File: src/rtl/param_serializer_fsm_if.sv
// Bundle of the serializer's control, data and status signals.
//
// Handshake: there is no ready back-pressure. The producer raises `start`
// with `data_input` valid; the word is taken only on a rising edge where
// the serializer is idle (`busy`=0). `start` seen while busy is dropped,
// not queued. `ss` is an asynchronous active-low select: its falling edge
// launches a loaded frame, its rising edge mid-frame drops the frame.
// `data_sent` and `aborted` are single-cycle status pulses.
interface param_serializer_fsm_if #(
  parameter int WIDTH = 14
);
  logic             start;
  logic             ss;
  logic [WIDTH-1:0] data_input;
  logic             data_output;
  logic             data_sent;
  logic             busy;
  logic             aborted;

  modport master (
    output start, ss, data_input,
    input  data_output, data_sent, busy, aborted
  );

  modport slave (
    input  start, ss, data_input,
    output data_output, data_sent, busy, aborted
  );
endinterface

File: src/rtl/param_serializer_fsm.sv
// Parametrised N-to-1 serializer: load a word on start, wait for ss to fall,
// shift it out one bit per CLK_DIV clocks, abort if ss rises mid-frame.
module param_serializer_fsm #(
  parameter int WIDTH      = 14,
  parameter int CLK_DIV    = 1,
  parameter bit MSB_FIRST  = 1'b1,
  parameter bit IDLE_LEVEL = 1'b0
) (
  input  logic                  i_clock,
  input  logic                  i_reset,
  param_serializer_fsm_if.slave bus,
  output logic [2:0]            o_dbg_state
);

  localparam int BCW = $clog2(WIDTH);
  localparam int DVW = (CLK_DIV > 1) ? $clog2(CLK_DIV) : 1;
  localparam logic [BCW-1:0] BIT_LAST = BCW'(WIDTH - 1);
  localparam logic [DVW-1:0] DIV_LAST = DVW'(CLK_DIV - 1);

  typedef enum logic [2:0] {
    S_IDLE = 3'd0,
    S_LOAD = 3'd1,
    S_WAIT = 3'd2,
    S_SEND = 3'd3,
    S_DONE = 3'd4
  } state_t;

  state_t           r_state, w_next_state;
  logic             r_ss_q1, r_ss_q2, r_ss_q3;
  logic [WIDTH-1:0] r_shift, w_next_shift;
  logic [BCW-1:0]   r_bit_cnt, w_next_bit_cnt;
  logic [DVW-1:0]   r_div, w_next_div;
  logic             r_data_output, w_next_data_output;
  logic             r_data_sent;
  logic             r_aborted, w_abort;
  logic             w_fall, w_rise;

  // Two-flop synchroniser plus a history flop for edge detection on ss.
  always_ff @(posedge i_clock) begin
    if (i_reset) begin
      r_ss_q1 <= 1'b1;
      r_ss_q2 <= 1'b1;
      r_ss_q3 <= 1'b1;
    end else begin
      r_ss_q1 <= bus.ss;
      r_ss_q2 <= r_ss_q1;
      r_ss_q3 <= r_ss_q2;
    end
  end

  assign w_fall = r_ss_q3 & ~r_ss_q2;
  assign w_rise = ~r_ss_q3 & r_ss_q2;

  // Next-state, datapath and next-output decode; abort outranks shifting.
  always_comb begin
    w_next_state   = r_state;
    w_next_shift   = r_shift;
    w_next_bit_cnt = r_bit_cnt;
    w_next_div     = r_div;
    w_abort        = 1'b0;
    case (r_state)
      S_IDLE: begin
        if (bus.start) begin
          w_next_shift = bus.data_input;
          w_next_state = S_LOAD;
        end
      end
      S_LOAD: w_next_state = S_WAIT;
      S_WAIT: begin
        if (w_fall) begin
          w_next_state   = S_SEND;
          w_next_bit_cnt = '0;
          w_next_div     = '0;
        end
      end
      S_SEND: begin
        if (w_rise) begin
          w_next_state = S_IDLE;
          w_abort      = 1'b1;
        end else if (r_div == DIV_LAST) begin
          w_next_div   = '0;
          w_next_shift = MSB_FIRST ? {r_shift[WIDTH-2:0], 1'b0}
                                   : {1'b0, r_shift[WIDTH-1:1]};
          if (r_bit_cnt == BIT_LAST) begin
            // Counter holds at its last value rather than wrapping.
            w_next_state = S_DONE;
          end else begin
            w_next_bit_cnt = r_bit_cnt + 1'b1;
          end
        end else begin
          w_next_div = r_div + 1'b1;
        end
      end
      S_DONE:  w_next_state = S_IDLE;
      default: w_next_state = S_IDLE;
    endcase

    w_next_data_output = IDLE_LEVEL;
    if (w_next_state == S_SEND) begin
      w_next_data_output = MSB_FIRST ? w_next_shift[WIDTH-1] : w_next_shift[0];
    end
  end

  // State, datapath and registered outputs.
  always_ff @(posedge i_clock) begin
    if (i_reset) begin
      r_state       <= S_IDLE;
      r_shift       <= '0;
      r_bit_cnt     <= '0;
      r_div         <= '0;
      r_data_output <= IDLE_LEVEL;
      r_data_sent   <= 1'b0;
      r_aborted     <= 1'b0;
    end else begin
      r_state       <= w_next_state;
      r_shift       <= w_next_shift;
      r_bit_cnt     <= w_next_bit_cnt;
      r_div         <= w_next_div;
      r_data_output <= w_next_data_output;
      r_data_sent   <= (w_next_state == S_DONE);
      r_aborted     <= w_abort;
    end
  end

  assign bus.data_output = r_data_output;
  assign bus.data_sent   = r_data_sent;
  assign bus.aborted     = r_aborted;
  assign bus.busy        = (r_state != S_IDLE);
  assign o_dbg_state     = r_state;

endmodule

File: src/flat_wrapper.sv
// flat-port wrapper written by rule: the top's interface ports become plain ports
module param_serializer_fsm_flat 
#(
  parameter int WIDTH      = 14,
  parameter int CLK_DIV    = 1,
  parameter bit MSB_FIRST  = 1'b1,
  parameter bit IDLE_LEVEL = 1'b0
)
  (i_clock, i_reset, o_dbg_state, bus_start, bus_ss, bus_data_input, bus_data_output, bus_data_sent, bus_busy, bus_aborted);
  param_serializer_fsm_if #(.WIDTH(WIDTH)) bus_i ();
  input  logic i_clock;
  input  logic i_reset;
  output logic [2:0] o_dbg_state;
  input wire logic [$bits(bus_i.start)-1:0] bus_start;
  input wire logic [$bits(bus_i.ss)-1:0] bus_ss;
  input wire logic [$bits(bus_i.data_input)-1:0] bus_data_input;
  output wire logic [$bits(bus_i.data_output)-1:0] bus_data_output;
  output wire logic [$bits(bus_i.data_sent)-1:0] bus_data_sent;
  output wire logic [$bits(bus_i.busy)-1:0] bus_busy;
  output wire logic [$bits(bus_i.aborted)-1:0] bus_aborted;
  assign bus_i.start = bus_start;
  assign bus_i.ss = bus_ss;
  assign bus_i.data_input = bus_data_input;
  assign bus_data_output = bus_i.data_output;
  assign bus_data_sent = bus_i.data_sent;
  assign bus_busy = bus_i.busy;
  assign bus_aborted = bus_i.aborted;
  param_serializer_fsm #(.WIDTH(WIDTH), .CLK_DIV(CLK_DIV), .MSB_FIRST(MSB_FIRST), .IDLE_LEVEL(IDLE_LEVEL)) u_core (.i_clock(i_clock), .i_reset(i_reset), .bus(bus_i), .o_dbg_state(o_dbg_state));
endmodule
File: config.mk
export PLATFORM = sky130hd
export DESIGN_NAME = param_serializer_fsm_flat
export DESIGN_NICKNAME = d
export VERILOG_FILES = /design/src/rtl/param_serializer_fsm_if.sv /design/src/rtl/param_serializer_fsm.sv /design/src/flat_wrapper.sv
export SDC_FILE = /design/constraint.sdc
export NUM_CORES = 1
export LEC_CHECK = 0
export CAP_MARGIN = 15
export CELL_PAD_IN_SITES_DETAIL_PLACEMENT = 1
export CELL_PAD_IN_SITES_GLOBAL_PLACEMENT = 1
export CORE_MARGIN = 2
export CORE_UTILIZATION = 25
export DETAILED_ROUTE_END_ITERATION = 12
export GPL_TIMING_DRIVEN = 0
export PLACE_DENSITY_LB_ADDON = 0.3
export SYNTH_ARGS = -nofsm -noshare
export SYNTH_HDL_FRONTEND = slang
export SYNTH_SLANG_ARGS = --single-unit
File: constraint.sdc
create_clock -name i_clock -period 1.68 [get_ports i_clock]
set_input_delay 0.252 -clock i_clock [delete_from_list [all_inputs] [get_ports i_clock]]
set_output_delay 0.252 -clock i_clock [all_outputs]
set_load 0.1 [all_outputs]
==> flow_summary.ini, run 1 <==
[outcome]
outcome = finished clean

[synth]
syn_area_um2 = 1080
synthXorXnorAreaFrac = 0.0162
synth-simple-area-share = 0.257
syn_nets = 137
ys_ff_latch = 27
synth-adder-area-share = 0.0231
synth.distinct_cells = 27
synth_top_family_by_area = simple AND/OR/NAND/NOR gates
yosys_warnings = 0
muxShareOfSynthArea = 0
syn-instance-count = 117
seq_area_frac_synth = 0.499
avgSynthCellArea_um2 = 9.25
synth_compound_area_frac = 0.180

[worst_setup_path]
rr_endpoint = u_core.r_bit_cnt[1]$_SDFFE_PP0P_
critPathTopFamily = simple AND/OR/NAND/NOR gates
critPathKind = reg -> out
worst-path-stages = 2
r2r_cells = 6
slowest_stage = or3_2
path_cells = or3_2 > buf_4
r2r_slack_ns = 0.17
cp_slowest_stage_delay_ns = 0.47
start_kind = flip-flop
cp-end-kind = primary output
critPathMaxFanout = 8
cp.required_ns = 1.43
crit_buf_inv = 1
timing.rr.start = u_core.r_bit_cnt[1]$_SDFFE_PP0P_
arrival_ns = 1.38

[grt]
grt_start_max_net_pins = 16
grt_pass1_vias = 992
overflow = 0
grt_usage = 0.123
antenna_found_initial = 0
grt_pass1_wl_um = 4820

[routing]
routedWlPerCell_um = 14.1
via_per_inst = 4.94
wl_um = 2800
dr.pass1.iters = 4
vias = 979
ant_nets = 0
drt-initial-drc-count = 62
drc = 0

[cells_and_area]
nets = 169
n_antenna_cell = 0
layout-drive-gt1-share = 0.176
largest_reg_flops = 14
fin_area_um2 = 1450
fillers = 486
syn_to_final_growth_pct = 33.5
largest_register = u_core.r_shift

[floorplanning]
fp.dieArea_um2 = 4870
start_util = 0.265
core_um2 = 4090
ios = 25
die_height_um = 69.8
fp.dieW_um = 69.8
rows = 23

[sta]
relSlewSlack = 0.638
fin_crit_sh = 0.972
worst_slew_pin_slew_ns = 0.546
fin_skew_ns = 0.0107
fmax_mhz = 613
rsz0062_at_grt = no
period_needed_ns = 1.63
hold_viol = 0
hold_ws_ns = 0.427
setup_viol = 0
slew_violations = 0

[pwr]
p_comb_frac = 0.183
p_clk_frac = 0.284
pwr-share-seq = 0.533
p_per_area_nw_per_um2 = 909
power.leakage_nw = 0.531
p_sw_uw = 372
power.internal_uw = 941
sw_frac_of_total = 0.283
vdd_ir_drop_max_v = 0.000399

[job]
drv_cap = 0

[clock_network]
clock_sinks = 27
path_clk_slew_ns = 0.10
numCtsBuffers = 3
cts_root_buffer = clkbuf_8
cts_tree = done
cts_buffer_depth = 2
clk_latency_ns = 0.28
htreeDepth = 1

[min_path]
worstHoldPathType = reg -> reg
hold_path_end = u_core.r_ss_q2$_SDFF_PP1_
hp-start = u_core.r_ss_q1$_SDFF_PP1_
hold_path_depth = 1

[place]
dp_hpwl_um = 2010
placed_area_um2 = 1390
port_buffers = 24
gp_congestion = 0.769
per-layer routing:
metal | part of all wire | global-route usage
met2 | 0.49 | 0.205
met5 | 0 | 0
met4 | 0.013 | 0.0385
met3 | 0.047 | 0.0378
met1 | 0.45 | 0.152
metrics by stage:
step	setup TNS (ns)	instances	util	worst slack [ns]	total power, mW
global route	0	198	0.354	0.000451	1.38
floorplan	0	117	-	0.0120	0.859
global placement	-2.06	191	0.340	-0.365	0.942
finish	0	198	0.354	0.0476	1.31
CTS	0	195	0.352	0.000257	1.32
detailed placement	-2.66	191	0.340	-0.369	0.949
how the worst max path moves through the flow:
stage,startpoint,endpoint
after floorplan,u_core.o_dbg_state[0]$_SDFF_PP0_,u_core.bus.data_output$_SDFF_PP0_
final,u_core.o_dbg_state[1]$_SDFF_PP0_,bus_busy
after detailed placement,u_core.o_dbg_state[1]$_SDFF_PP0_,bus_busy
after global placement,u_core.o_dbg_state[1]$_SDFF_PP0_,bus_busy
after CTS,u_core.bus.data_output$_SDFF_PP0_,bus_data_output
after global routing,u_core.r_bit_cnt[1]$_SDFFE_PP0P_,u_core.r_bit_cnt[0]$_SDFFE_PP0P_
cell families (layout without fill, tap and decap cells):
family / after synthesis / after routing
AND/OR/NAND/NOR: 49 / 49
AO/OA/AOI/OAI: 31 / 31
flip-flops: 27 / 27
buffers and inverters: 6 / 37
adder cells (fa/ha/maj): 2 / 2
XOR/XNOR: 2 / 2
repair_timing:
| action | in CTS | in global routing |
|---|---|---|
| endpoints found under the setup margin | 7 | 5 |
| setup buffers | 0 | 3 |
| endpoints found under the hold margin | 0 | 0 |
| hold buffers | 0 | 0 |
| gates cloned | 0 | 0 |
| gates resized for setup | 21 | 3 |
| pin swaps | 0 | 1 |
cells in the final DEF, fill, tap and decap left out, drive strengths merged:
cell type	instances
clkdlybuf4s50	17
clkdlybuf4s15	3
buf	7
ha	2
nor3	1
or3	1
xor2	2
inv	1
clkinv	1
nor4b	2
nand3b	3
nor2	4
and3b	1
nand4	2
nor4	3
and3	3
a31oi	1
dfxtp	27
nand2b	2
nand3	5
a22oi	12
clkbuf	8
nor2b	2
a21oi	17
a221o	1
nand2	15
or2	5
final cells by class:
cell class	instances	area, um2	share of cell area
plain buffers	5	22.5	0.0156
clock buffers	3	41.3	0.0286
clock inverters	1	5.00	0.00346
inverters	1	3.75	0.00260
multi-input cells	84	517	0.358
flip-flops and latches	27	544	0.377
well taps	50	62.6	0.0433
repair buffers	27	249	0.172
synthesized netlist by cell type, drive strengths merged:
master / n / share of area
and3: 3 / 0.017
nor4b: 2 / 0.030
nor4: 3 / 0.017
nor2b: 2 / 0.012
a221o: 1 / 0.0092
and3b: 1 / 0.0081
or2: 5 / 0.029
nand2b: 2 / 0.012
dfxtp: 27 / 0.50
clkbuf: 2 / 0.0069
nand3: 5 / 0.023
inv: 1 / 0.0035
a31oi: 1 / 0.0058
nand3b: 3 / 0.021
ha: 2 / 0.023
a22oi: 12 / 0.083
buf: 3 / 0.014
or3: 1 / 0.0058
nor3: 1 / 0.0046
nand4: 2 / 0.012
nor2: 4 / 0.014
xor2: 2 / 0.016
nand2: 15 / 0.052
a21oi: 17 / 0.082
power groups by stage:
stage	Combinational (mW)	Clock [mW]	Sequential, mW
floorplan	0.118	0	0.741
global placement	0.230	0	0.712
detailed placement	0.236	0	0.713
CTS	0.234	0.390	0.700
global route	0.263	0.415	0.705
finish	0.241	0.373	0.699
(Power assumes the default switching activity.)
==> inputs of run 2 (changes only) <==
Settings changed: CORE_MARGIN 2 to 4, CTS_BUF_LIST set to sky130_fd_sc_hd__clkbuf_4 sky130_fd_sc_hd__clkbuf_8.
==> flow_summary.ini, run 2 (same netlist as run 1, synthesis figures left out) <==
[outcome]
outcome = finished clean

[clock_network]
cts_root_buffer = clkbuf_8
clock_sinks = 27
hold_buffers = 0
cts_tree = done
htreeDepth = 1
numCtsBuffers = 3
cts_buffer_depth = 2
cts_resized = 21
path_clk_slew_ns = 0.10
clk_latency_ns = 0.27
cts_setup_buffers = 0

[sta]
setup_viol = 0
fin_crit_sh = 0.965
fmax_mhz = 617
rsz0062_at_grt = no
hold_viol = 0
relSlewSlack = 0.637
slew_violations = 0
fin_skew_ns = 0.0112
worst_slew_pin_slew_ns = 0.547
fin_setup_tns_ns = 0
period_needed_ns = 1.62
hold_ws_ns = 0.431

[cells_and_area]
layout-drive-gt1-share = 0.166
seqCellArea_um2 = 544
largest_register = u_core.r_shift
multiInputGateArea_um2 = 522
final_cell_mix = dfxtp_1 (24), clkdlybuf4s50_1 (17), a21oi_1 (16), nand2_1 (15), a22oi_1 (12)
n_antenna_cell = 0
fillers = 473
nets = 166
layout_commonest_cell = dfxtp_1
largest_reg_flops = 14
instances_no_fill = 195
syn_to_final_growth_pct = 32.1

[job]
drv_cap = 0

[min_path]
hold_path_end = u_core.r_ss_q2$_SDFF_PP1_
hp-start = u_core.r_ss_q1$_SDFF_PP1_
hold_path_depth = 1
worstHoldPathType = reg -> reg

[grt]
grt_start_max_net_pins = 17
antenna_found_initial = 0
grt_usage = 0.104
overflow = 0
grt_pass1_vias = 1012
grt_pass1_wl_um = 4540

[floorplanning]
ios = 25
rows = 23
start_util = 0.265
fp.dieW_um = 73.8
die_height_um = 73.8
fp.dieArea_um2 = 5450
core_um2 = 4090

[worst_setup_path]
start_kind = flip-flop
r2r_slack_ns = 0.12
slowest_stage = or3_2
cp_slowest_stage_delay_ns = 0.47
critPathMaxFanout = 8
critPathTopFamily = simple AND/OR/NAND/NOR gates
cp-end-kind = primary output
crit_buf_inv = 1
path_cells = or3_2 > buf_4
cp.required_ns = 1.43
arrival_ns = 1.37
critPathKind = reg -> out
timing.rr.start = u_core.o_dbg_state[1]$_SDFF_PP0_
r2r_cells = 4
cp-startpoint = u_core.o_dbg_state[1]$_SDFF_PP0_
rr_endpoint = u_core.r_shift[13]$_SDFF_PP0_

[place]
dp_hpwl_um = 1980
dpl.cell_count = 191
port_buffers = 24
gp_congestion = 0.768

[pwr]
sw_frac_of_total = 0.282
p_per_area_nw_per_um2 = 910
vdd_ir_drop_max_v = 0.000429
power.leakage_nw = 0.513
p_clk_frac = 0.287
p_total_mw = 1.30
pwr-share-seq = 0.536
p_sw_uw = 367
power.internal_uw = 935
p_comb_frac = 0.177

[routing]
wl_um = 2630
ant_nets = 0
dr.pass1.iters = 4
routedWlPerCell_um = 13.5
drt-initial-drc-count = 50
vias = 950
drc = 0
via_per_inst = 4.87
run 2: cell types whose count changed in the layout (fill, tap and decap cells not counted), sizes merged:
cell / change
clkinv: -1
clkinvlp: +1
buf: -3
run 2: worst max-delay path by stage:
| stage | endpoint | slack, ns | depth (start not counted) |
|---|---|---|---|
| after floorplan | u_core.bus.data_output$_SDFF_PP0_ | 0.01 | 4 |
| after global routing | u_core.r_shift[5]$_SDFFE_PP0P_ | 0.007 | 5 |
| final | bus_busy | 0.06 | 2 |
| after detailed placement | bus_busy | -0.37 | 2 |
| after CTS | bus_data_output | 0.002 | 1 |
| after global placement | bus_busy | -0.37 | 2 |
run 2: layout make-up:
cell class                      count  area share
Clock buffer                        3      0.0289
Tap cell                           50      0.0437
Multi-Input combinational cell     84       0.365
Buffer                              5      0.0157
Timing Repair Buffer               24       0.158
Inverter                            1     0.00262
Sequential cell                    27       0.381
Clock inverter                      1     0.00525
run 2: power by group through the flow:
| stage | combinational [mW] | clock, mW | sequential (mW) |
|---|---|---|---|
| after floorplan | 0.118 | 0 | 0.741 |
| after global placement | 0.230 | 0 | 0.712 |
| after detailed placement | 0.235 | 0 | 0.713 |
| after CTS | 0.234 | 0.392 | 0.698 |
| after global routing | 0.251 | 0.414 | 0.704 |
| final | 0.231 | 0.374 | 0.698 |
run 2: layer usage:
| layer | GRT usage | wire [um] |
|---|---|---|
| met1 | 0.128 | 1230 |
| met2 | 0.180 | 1250 |
| met3 | 0.0315 | 130 |
| met4 | 0.0181 | 19 |
| met5 | 0 | 0 |
run 2: metrics by stage:
step | area [um2] | utilization | setup slack (ns)
after floorplan | 1090 | - | 0.0120
after global placement | 1390 | 0.340 | -0.369
after detailed placement | 1390 | 0.340 | -0.371
after CTS | 1440 | 0.352 | 0.00180
after global routing | 1430 | 0.350 | 0.00715
final | 1430 | 0.350 | 0.0594
==> variant 1, RTL diff (settings of run 2) <==
`IDLE_LEVEL` is set to 1'b0 in 2 places; all go to 1'b1.
--- a/src/rtl/param_serializer_fsm.sv
+++ b/src/rtl/param_serializer_fsm.sv
@@ -4,7 +4,7 @@
   parameter int WIDTH      = 14,
   parameter int CLK_DIV    = 1,
   parameter bit MSB_FIRST  = 1'b1,
-  parameter bit IDLE_LEVEL = 1'b0
+  parameter bit IDLE_LEVEL = 1'b1
 ) (
   input  logic                  i_clock,
   input  logic                  i_reset,
--- a/src/flat_wrapper.sv
+++ b/src/flat_wrapper.sv
@@ -4,7 +4,7 @@
   parameter int WIDTH      = 14,
   parameter int CLK_DIV    = 1,
   parameter bit MSB_FIRST  = 1'b1,
-  parameter bit IDLE_LEVEL = 1'b0
+  parameter bit IDLE_LEVEL = 1'b1
 )
   (i_clock, i_reset, o_dbg_state, bus_start, bus_ss, bus_data_input, bus_data_output, bus_data_sent, bus_busy, bus_aborted);
   param_serializer_fsm_if #(.WIDTH(WIDTH)) bus_i ();
Function: changed (Yosys sat finds a counterexample within 4 cycles, from zero or initial values and one cycle with i_reset high).
==> variant 1 against run 2 <==
Routed wire length increased by 4.9%. Power grew 0.58%. Clock power is 3% lower. Combinational power grew 6%. Core utilization increased by 0.61 points. Synthesized cell count stayed put. Synthesized area up 0.12%. Worst setup slack got worse by 0.023 ns. Final cell count is 1.0% higher. Sequential cell count unchanged. Final area is 1.8% higher. Clock skew decreased by 0.0075 ns. Critical path type unchanged. Largest power group unchanged.
==> variant 1: results (changes against run 2) <==
Run status -> completed
Clock root buffer master -> clkbuf_8
Pre-CTS WS -> -0.370 ns (+0.000825 ns)
Largest net degree at the start of global routing -> 16 (-1)
Slew @ Worst Pin -> 0.943 ns (+0.396 ns)
Sequential fraction of the synthesis area -> 49.9% (-0.058 points)
Longest Clk Path Bufs -> 2 (unchanged)
Hold path start -> u_core.r_ss_q1
Distinct cell type count after synthesis -> 27 (unchanged)
Number of antenna diodes -> 0 (unchanged)
HPWL after DPL -> 2040 microns (+3.5%)
Crit-path leading delay family -> buffers and inverters
Max FFs per register -> 14 (unchanged)
CTS buffer count -> 3 (unchanged)
Ys async rst share -> 0% (unchanged)
First-pass iteration count of the detailed router -> 4 (unchanged)
Post-Synth XOR/XNOR Area -> 1.62% (-0.0019 points)
DP Cell Count -> 191 (unchanged)
Clk_skew -> 0.00370 ns (-0.00746 ns)
Max Fanout on Critical Path -> 1 (-7)
Crit path DAT -> 1.39 ns (+0.02 ns)
CP peak stage delay -> 0.81 ns (+0.34 ns)
P_int -> 0.941 mW (+0.61%)
R2R Setup Slk -> 0.15 ns (+0.03 ns)
RR Endpoint -> u_core.bus.data_output
Number of global-route vias before repair -> 1020 (+0.79%)
Share of cells above drive strength 1 -> 17.7% (+1.1 points)
Warnings from Yosys -> 0 (unchanged)
Placed Area -> 1390 sq um (+0.27%)
Global-route wire length before repair -> 4750 microns (+4.7%)
Peak supply drop -> 0.360 mV (-16%)
H-tree depth -> 1 (unchanged)
Worst-skew pair later-pin latency -> 0.27 ns (about the same)
Clock transition at path regs -> 0.09 ns
1st-iter DRT viols -> 53 (+6.0%)
Worst Reg2Reg Path Length in Cells -> 4 (unchanged)
Launching point of the worst reg2reg path -> u_core.o_dbg_state[1]
Pleak -> 0.521 nW (+1.6%)
Compound-gate portion of the synthesized area -> 18.0% (-0.021 points)
Global placer's final weighted congestion -> 0.765 (-0.30%)
Part of the power in combinational logic -> 18.8% (+1.1 points)
Sequential power -> 0.699 mW (about the same)
Nets -> 168 (+1.2%)
Drt wl/cell -> 14.0 microns (+3.8%)
All-Layer GR Usage -> 11.1% (+0.65 points)
Commonest register cell after synthesis -> dfxtp_1
Syn avg cell area -> 9.26 sq um (+0.12%)
CP max stage cell -> clkdlybuf4s15_1
Hold Path End -> u_core.r_ss_q2
Hold crit path type -> register to register
Synth cell count leaders -> dfxtp_1 (27), a21oi_1 (16), nand2_1 (15), a22oi_1 (12), nand3_1 (5)
Non-Filler Instances -> 197 (+1.0%)
Initial antenna violation count -> 0 (unchanged)
Via density -> 4.98 (+2.2%)
Ranking of synthesized cells by area -> dfxtp_1 (50%), a22oi_1 (8.3%), a21oi_1 (7.4%)
Adder-cell share of the synthesized area -> 2.31% (-0.0027 points)
[variant 1: cell types whose count changed after synthesis, sizes merged]
cell           run 2  this run
and3               3         2
nand3b             3         4
[variant 1: timing repair]
item / in CTS / in global routing
setup endpoints to repair: 7 / 5
pin swaps: 0 / 0
resized for setup: 21 / 4
buffers inserted: 0 / 2
[variant 1: final cells by class]
type	count	area, sq um
Multi-Input combinational cell	84	527
Fill cell	481	2630
Clock buffer	3	41.3
Tap cell	50	62.6
Timing Repair Buffer	26	246
Inverter	1	3.75
Clock inverter	1	5.00
Sequential cell	27	547
Buffer	5	22.5
[variant 1: how the worst max path moves through the flow]
stage          cells past startpoint             startpoint                endpoint  slack, ns
2_1_floorplan                      4  u_core.o_dbg_state[2]  u_core.bus.data_output      0.002
3_3_place_gp                       2  u_core.o_dbg_state[1]                bus_busy      -0.36
3_5_place_dp                       2  u_core.o_dbg_state[1]                bus_busy      -0.37
4_1_cts                            1   u_core.bus.data_sent           bus_data_sent      0.005
5_1_grt                            1     u_core.bus.aborted             bus_aborted     0.0002
6_report                           1     u_core.bus.aborted             bus_aborted       0.04
[variant 1: logic make-up (layout without fill, tap and decap cells)]
family                     after synthesis  in the layout
and+or+nand+nor                         49             49
AOI/OAI and AO/OA                       31             31
DFF                                     27             27
buffers and inverters                    6             36
adders and majority gates                2              2
xor gates and xnor gates                 2              2
[variant 1: routing by layer]
metal,vias up,wire [microns],GRT usage [%]
li1,480,-,-
met1,477,1230,14.0
met2,22,1390,19.3
met3,2,129,3.01
met4,0,10,1.21
met5,-,0,0
[variant 1: through the flow]
step           hold slack [ns]  power, mW
2_1_floorplan            0.324      0.865
4_1_cts                  0.428       1.33
6_report                 0.421       1.31
5_1_grt                  0.453       1.39
3_5_place_dp             0.402      0.954
3_3_place_gp             0.395      0.948
==> variant 2, RTL diff (config.mk and constraints of run 2) <==
Without the edit above. Take the reset off `r_shift` and load it in a clocked block of its own.
--- a/src/rtl/param_serializer_fsm.sv
+++ b/src/rtl/param_serializer_fsm.sv
@@ -105,7 +105,6 @@
   always_ff @(posedge i_clock) begin
     if (i_reset) begin
       r_state       <= S_IDLE;
-      r_shift       <= '0;
       r_bit_cnt     <= '0;
       r_div         <= '0;
       r_data_output <= IDLE_LEVEL;
@@ -113,13 +112,16 @@
       r_aborted     <= 1'b0;
     end else begin
       r_state       <= w_next_state;
-      r_shift       <= w_next_shift;
       r_bit_cnt     <= w_next_bit_cnt;
       r_div         <= w_next_div;
       r_data_output <= w_next_data_output;
       r_data_sent   <= (w_next_state == S_DONE);
       r_aborted     <= w_abort;
     end
+  end
+
+  always_ff @(posedge i_clock) begin
+    r_shift <= w_next_shift;
   end
 
   assign bus.data_output = r_data_output;
Check against the original RTL: same outputs for any inputs over 10 cycles, from zero or initial values and one cycle with i_reset high; that may be too few to reach the edited logic, so the function may still have changed.
==> variant 2 against run 2 <==
Final area up 6.4%. Count of clock-buffer cells in the layout unchanged. Synthesized area up 4.9%. Global-route usage down 0.88 points. Worst setup slack better by 0.054 ns. Combinational power up 10%. Sequential cell count unchanged. Power up 6.7%. Routed wire length down 5.4%.
==> variant 2: results (changes against run 2) <==
Run status -> completed
Clk_skew -> 0.00188 ns (-0.00928 ns)
Distinct cell type count after synthesis -> 36 (+33%)
Placed Area -> 1450 sq um (+4.1%)
Pleak -> 0.534 nW (+4.1%)
Hold crit path type -> input port to register
Clock Power -> 0.373 mW (about the same)
Number of global-route vias before repair -> 845 (-17%)
DP Cell Count -> 166 (-13%)
Via density -> 4.85 (-0.37%)
Drt wl/cell -> 14.6 microns (+7.8%)
GR Util met1 -> 13.3% (+0.52 points)
Sequential fraction of the synthesis area -> 59.1% (+9.2 points)
Worst setup path startpoint -> u_core.o_dbg_state[0]
Met2 Usage GRT -> 14.8% (-3.2 points)
Crit path DAT -> 1.31 ns (-0.06 ns)
Share of cells above drive strength 1 -> 24.4% (+7.8 points)
Switching power total -> 0.366 mW (-0.18%)
Post-Synth XOR/XNOR Area -> 0% (-1.6 points)
Peak supply drop -> 0.347 mV (-19%)
Multi-input combinational cell area -> 449 sq um (-14%)
Hold path start -> i_reset
EDFF count, synth -> 13 (+13)
Compound-gate portion of the synthesized area -> 18.4% (+0.38 points)
Global placer's final weighted congestion -> 0.706 (-8.1%)
Synth cell count leaders -> dfxtp_1 (14), edfxtp_1 (13), a22o_1 (12)
All-Layer GR Usage -> 9.53% (-0.88 points)
GR Layer Usage met3 -> 1.72% (-1.4 points)
Mapped Nets -> 111 (-19%)
CP peak stage delay -> 0.37 ns (-0.10 ns)
Syn avg cell area -> 12.5 sq um (+35%)
Global-route wire length before repair -> 4130 microns (-9.0%)
Port Buffers -> 23 (-4.2%)
Warnings from Yosys -> 0 (unchanged)
Worst slew margin -> 63.7% (about the same)
Adder-cell share of the synthesized area -> 2.21% (-0.11 points)
Fillers -> 483 (+2.1%)
Sequential power -> 0.763 mW (+9.3%)
First-pass iteration count of the detailed router -> 3 (-1)
Max Fanout on Critical Path -> 10 (+2)
CP max stage cell -> or3_4
Ranking of synthesized cells by area -> edfxtp_1 (34%), dfxtp_1 (25%), a22o_1 (9.3%)
## variant 2: what timing repair did
item                       in CTS  in global routing
setup buffers                   0                  1
gates resized for setup        23                  7
pin swaps                       0                  1
setup endpoints to repair       7                 31
## variant 2: per-layer routing
layer  vias to the layer above  part of all wire (%)
li1                        408                     -
met1                       406                    46
met2                        14                    49
met3                         2                   3.2
met4                         0                   1.1
met5                         -                     0
## variant 2: area by class of cell
type,instances,area share (%)
inverter,3,0.740
multi-input combinational,57,29.5
buffer,4,1.64
clock buffer,3,2.71
sequential,27,44.7
tap,52,4.28
clock inverter,1,0.493
timing repair buffer,24,16.0
## variant 2: final timing paths
check / depth (start not counted) / to / slack (ns)
hold / removal: 2 / u_core.r_bit_cnt[3] / 0.37
setup / recovery: 3 / bus_busy / 0.11
setup reg to reg: 5 / u_core.r_bit_cnt[1] / 0.13
hold reg to reg: 1 / u_core.r_ss_q2 / 0.42
